### src/rtl/i2s_rx_sync_if.sv
// Stereo sample stream leaving the I2S receiver: a signed left/right pair
// with a valid/ready handshake and the sticky overflow flag.
interface i2s_rx_sync_if #(
    parameter int BITSIZE = 16
);
    logic signed [BITSIZE-1:0] left_chan;
    logic signed [BITSIZE-1:0] right_chan;
    logic                      valid;
    logic                      ready;
    logic                      overflow;

    modport master (output left_chan, right_chan, valid, overflow, input ready);
    modport slave  (input left_chan, right_chan, valid, overflow, output ready);
endinterface

### src/rtl/i2s_rx_sync.sv
// Oversampling I2S capture: BCLK/LRCLK/DATA are synchronised into clk and each
// complete left+right frame is presented as a pair. Optional I2S_RX_OVERFLOW_EN.
module i2s_rx_sync #(
    parameter int BITSIZE = 16
) (
    input  logic          clk,
    input  logic          reset,
    input  logic          bclk,
    input  logic          lrclk,
    input  logic          sdata,
    i2s_rx_sync_if.master pair
);
    localparam int               CNT_W    = $clog2(BITSIZE + 1);
    localparam logic [CNT_W-1:0] LAST_BIT = CNT_W'(BITSIZE - 1);

    typedef enum logic [1:0] {IDLE, SHIFT, HOLD} state_t;
    typedef enum logic {CHAN_L = 1'b0, CHAN_R = 1'b1} chan_t;

    logic b_meta, b_s, b_d;
    logic lr_meta, lr_s;
    logic sd_meta, sd_s;

    state_t             state;
    chan_t              chan;
    logic [CNT_W-1:0]   bitcnt;
    logic               lr_prev;
    logic [BITSIZE-1:0] shreg;
    logic [BITSIZE-1:0] left_buf;

    logic               rise;
    logic               boundary;
    logic               pair_done;
    logic [BITSIZE-1:0] word;

    // Two flops per async pin; the third bclk flop only feeds edge detection.
    always_ff @(posedge clk or posedge reset) begin
        if (reset) begin
            b_meta  <= 1'b0;
            b_s     <= 1'b0;
            b_d     <= 1'b0;
            lr_meta <= 1'b0;
            lr_s    <= 1'b0;
            sd_meta <= 1'b0;
            sd_s    <= 1'b0;
        end else begin
            // NOTE: non-blocking assignments make every flop sample the old
            // value of its predecessor, which is what turns this into a chain.
            b_meta  <= bclk;
            b_s     <= b_meta;
            b_d     <= b_s;
            lr_meta <= lrclk;
            lr_s    <= lr_meta;
            sd_meta <= sdata;
            sd_s    <= sd_meta;
        end
    end

    assign rise      = b_s & ~b_d;
    assign boundary  = rise && (lr_s != lr_prev);
    assign word      = {shreg[BITSIZE-2:0], sd_s};
    assign pair_done = rise && !boundary && (state == SHIFT) &&
                       (chan == CHAN_R) && (bitcnt == LAST_BIT);

    always_ff @(posedge clk or posedge reset) begin
        if (reset) begin
            state           <= IDLE;
            chan            <= CHAN_L;
            bitcnt          <= '0;
            lr_prev         <= 1'b0;
            shreg           <= '0;
            // NOTE: left_buf is a plain register, not a memory, so clearing it
            // on reset costs nothing and keeps the pair path free of X.
            left_buf        <= '0;
            pair.left_chan  <= '0;
            pair.right_chan <= '0;
            pair.valid      <= 1'b0;
        end else begin
            if (rise) begin
                lr_prev <= lr_s;
                if (boundary) begin
                    // The boundary edge is the one-bit delay slot: its data is dropped.
                    bitcnt <= '0;
                    if (!lr_s) begin
                        state <= SHIFT;
                        chan  <= CHAN_L;
                    end else if (state == HOLD && chan == CHAN_L) begin
                        state    <= SHIFT;
                        chan     <= CHAN_R;
                        left_buf <= shreg;
                    end else begin
                        // Short or orphaned left word: skip the right word too.
                        state <= IDLE;
                    end
                end else if (state == SHIFT) begin
                    shreg  <= word;
                    bitcnt <= bitcnt + 1'b1;
                    if (bitcnt == LAST_BIT) begin
                        state <= HOLD;
                    end
                end
            end

            // A fresh pair always wins, even in the cycle it is being accepted.
            if (pair_done) begin
                pair.left_chan  <= left_buf;
                pair.right_chan <= word;
                pair.valid      <= 1'b1;
            end else if (pair.valid && pair.ready) begin
                pair.valid <= 1'b0;
            end
        end
    end

`ifdef I2S_RX_OVERFLOW_EN
    always_ff @(posedge clk or posedge reset) begin
        if (reset) begin
            pair.overflow <= 1'b0;
        end else if (pair_done && pair.valid && !pair.ready) begin
            pair.overflow <= 1'b1;
        end
    end
`else
    assign pair.overflow = 1'b0;
`endif

endmodule
### src/flat_wrapper.sv
// flat-port wrapper written by rule: the top's interface ports become plain ports
module i2s_rx_sync_flat 
#(
    parameter int BITSIZE = 16
)
  (clk, reset, bclk, lrclk, sdata, pair_left_chan, pair_right_chan, pair_valid, pair_overflow, pair_ready);
  i2s_rx_sync_if #(.BITSIZE(BITSIZE)) pair_i ();
  input  logic clk;
  input  logic reset;
  input  logic bclk;
  input  logic lrclk;
  input  logic sdata;
  output wire logic [$bits(pair_i.left_chan)-1:0] pair_left_chan;
  output wire logic [$bits(pair_i.right_chan)-1:0] pair_right_chan;
  output wire logic [$bits(pair_i.valid)-1:0] pair_valid;
  output wire logic [$bits(pair_i.overflow)-1:0] pair_overflow;
  input wire logic [$bits(pair_i.ready)-1:0] pair_ready;
  assign pair_left_chan = pair_i.left_chan;
  assign pair_right_chan = pair_i.right_chan;
  assign pair_valid = pair_i.valid;
  assign pair_overflow = pair_i.overflow;
  assign pair_i.ready = pair_ready;
  i2s_rx_sync #(.BITSIZE(BITSIZE)) u_core (.clk(clk), .reset(reset), .bclk(bclk), .lrclk(lrclk), .sdata(sdata), .pair(pair_i));
endmodule
### config.mk
export PLATFORM = sky130hd
export DESIGN_NAME = i2s_rx_sync_flat
export DESIGN_NICKNAME = d
export VERILOG_FILES = /design/src/rtl/i2s_rx_sync_if.sv /design/src/rtl/i2s_rx_sync.sv /design/src/flat_wrapper.sv
export SDC_FILE = /design/constraint.sdc
export NUM_CORES = 1
export LEC_CHECK = 0
export CAP_MARGIN = 20
export CELL_PAD_IN_SITES_DETAIL_PLACEMENT = 0
export CELL_PAD_IN_SITES_GLOBAL_PLACEMENT = 1
export CORE_ASPECT_RATIO = 1.5
export CORE_MARGIN = 2
export CORE_UTILIZATION = 30
export CTS_BUF_LIST = sky130_fd_sc_hd__clkbuf_4 sky130_fd_sc_hd__clkbuf_8
export DETAILED_ROUTE_END_ITERATION = 8
export PLACE_DENSITY_LB_ADDON = 0.1
export SLEW_MARGIN = 20
export SYNTH_ARGS = -nofsm -noshare
export SYNTH_HDL_FRONTEND = slang
export SYNTH_SLANG_ARGS = --single-unit
### constraint.sdc
create_clock -name clk -period 3.23 [get_ports clk]
set_input_delay 0.646 -clock clk [delete_from_list [all_inputs] [get_ports clk]]
set_output_delay 0.646 -clock clk [all_outputs]
set_load 0.01 [all_outputs]
==> metrics.txt <==
status completed; number of synthesized register bits 81; Final Cell Area 0.00388 mm^2; endpoints failing hold 0; I/O Buffers 38; Cells after Synth 199; sequential share of the synthesized area 0.635; Crit path required time 3.46 ns; final net count 250; Yosys top cell area share 0.635; Post-Layout Cell Count 390; leak pwr 1.85 nW; clock skew 0.00560 ns; worst r2r path cells 5; unrepaired setup endpoints after global routing no; DIE AREA 0.0115 mm^2; Hold Path Cell Cnt 0; CP max stage delay 0.56 ns; drt pass-1 iters 4; Core Rows 46; CTS tree done; CP Cell Sequence ha_1, and3_1, ha_1, nand4_4, mux2_4; routed vias 1724; final setup fails 0; hold_buf cts 0; power density cells 507 mW/mm^2; EDFF count, synth 0; cts bufs inserted 9; post-synthesis net count 207; synth unique cells 35; Critical Path AT 2.40 ns; Synth async-reset ratio 1.00; Routed WL 5800 um; io pins 40; GP Congestion 0.671; share of layout cells above drive strength 1 0.358; Die Wd 88.2 um; dpl cells 375; hold_sp u_core.sd_meta; filler cell count 1063; Yosys warnings 0; cells taking the most area after synthesis dfrtp_1 64%, mux2_2 22%, buf_6 1.4%; clock insertion delay at the later pin of the skew report 0.34 ns; most frequent CP cell ha_1; Least-Margin Pin Slew 0.962 ns; Final period util 0.672; critical path fanouts, max 33; postcts setup bufs 0; VDD IR max 0.219 mV; initial core utilization 0.305; ys flop type dfrtp_1; area leader, netlist dfrtp_1; Setup TNS Final 0 ns; core area 0.0105 mm^2; r2r startpoint u_core.bitcnt[0]; Startpoint Class register; critical path's slowest cell nand4_4; synth-to-layout area growth 21.7%; reg2reg setup slack 1.06 ns; H-tree levels 3; Routed WL per cell 14.9 um; Max Freq 461 MHz; slew margin rel. 0.358; Final Max Tran Viols 0; Period minus WS final 2.17 ns; Post-Syn Area 0.00319 mm^2; Total GRT Usage 0.115; largest net degree at the start of global routing 34; Max clock buf depth 2; Post-route DRC 0; die height 130 um; Clock transition at path regs 0.08 ns; clock sinks 81; vias per cell 4.42; CTS Root Cell clkbuf_8; DP HPWL 3780 um; CP endpoint kind register; max-cap violations 0; antenna violations before repair 0; first-pass GRT wire length 9890 um; FF-to-FF End u_core.pair.right_chan[5]; vias in the first global route 1867; number of gates resized after cts 0; Min-Delay Path Class register to register; Mean Syn Cell Area 16.0 um^2; WS Path Type register to register; antenna viol nets, final 0; Antenna Cells 0; Initial DRC Count 107; end of the worst hold path u_core.sd_s; hold slack 0.357 ns; gr ovfl total 0; placed standard-cell area 0.00368 mm^2
cell usage after synthesis, types with 2 or more instances:
master    instances
dfrtp_1          81
mux2_2           62
a21oi_1           4
buf_4             4
buf_6             4
inv_1             4
o21ai_0           4
nand2_1           3
ha_1              2
mux2_4            2
nand2b_1          2
nor2b_1           2
nor3_1            2
xor2_1            2
worst max-delay path, delay by kind of cell (launching register included):
kind                       cells  cell delay [ns]
DFF                            1             0.39
adders and majority gates      2             0.42
muxes                          1             0.50
and+or+nand+nor                2             0.73
cell type report:
class	instances	area, um^2	share of cell area
timing repair buffer	41	403	0.104
inverter	4	16.3	0.00419
multi-input combinational	105	1060	0.273
clock buffer	12	159	0.0409
sequential	81	2030	0.522
tap	144	180	0.0464
clock inverter	3	40.0	0.0103
worst max path at each step:
stage | startpoint | to | slack, ns | depth (start not counted)
global route | u_core.bitcnt[0] | u_core.pair.right_chan[7] | 0.86 | 5
detailed placement | u_core.bitcnt[0] | u_core.pair.right_chan[7] | 1.04 | 5
CTS | u_core.bitcnt[0] | u_core.pair.right_chan[5] | 1.02 | 5
global placement | u_core.lr_s | u_core.left_buf[7] | 1.04 | 3
finish | u_core.bitcnt[0] | u_core.pair.right_chan[5] | 1.06 | 5
floorplan | reset | u_core.b_d | 0.50 | 1
state kept, by name (all words and copies together) (netlist names), 2 cells and up:
signal / cells
u_core.shreg: 16
u_core.pair.left_chan: 16
u_core.state: 2
u_core.pair.right_chan: 16
u_core.left_buf: 16
u_core.bitcnt: 5
cell usage in the layout, fill, tap and decap left out, types with 3 or more instances in the layout:
cell type        instances
clkdlybuf4s50_1         38
dfrtp_1                 81
inv_1                    3
clkinv_2                 3
nand2_1                  3
clkbuf_8                11
a21oi_1                  4
o21ai_0                  4
buf_4                    3
mux2_2                  62
per-stage QoR:
stage	setup WS (ns)	util	power [mW]
5_1_grt	0.858	0.371	2.08
3_3_place_gp	1.04	0.352	1.24
2_1_floorplan	0.504	-	1.21
3_5_place_dp	1.04	0.352	1.25
6_report	1.06	0.371	1.97
4_1_cts	1.02	0.371	2.01
report_power, final:
part	leakage, nW	switching (mW)	internal, mW
sequential	1.11	0.0497	1.06
clock	0.106	0.346	0.402
combinational	0.642	0.0593	0.0562
metal layers:
layer / wire length [um] / global-route usage / part of all wire
met5: 0 / 0 / 0
met4: 122 / 0.0561 / 0.021
met3: 181 / 0.0361 / 0.031
met2: 2880 / 0.179 / 0.50
met1: 2610 / 0.143 / 0.45
cell families (layout without fill, tap and decap cells):
| kind of cell | after synthesis | after routing | share of synthesized area |
|---|---|---|---|
| XOR/XNOR | 3 | 3 | 0.0141 |
| buffers and inverters | 13 | 60 | 0.0329 |
| AND/OR/NAND/NOR | 19 | 19 | 0.0482 |
| AO/OA/AOI/OAI | 16 | 16 | 0.0322 |
| flip-flops | 81 | 81 | 0.635 |
| other | 1 | 1 | 0.00118 |
| adder cells (fa/ha/maj) | 2 | 2 | 0.00784 |
| multiplexers | 64 | 64 | 0.228 |
Note: power is estimated with default switching activity, not from simulation.
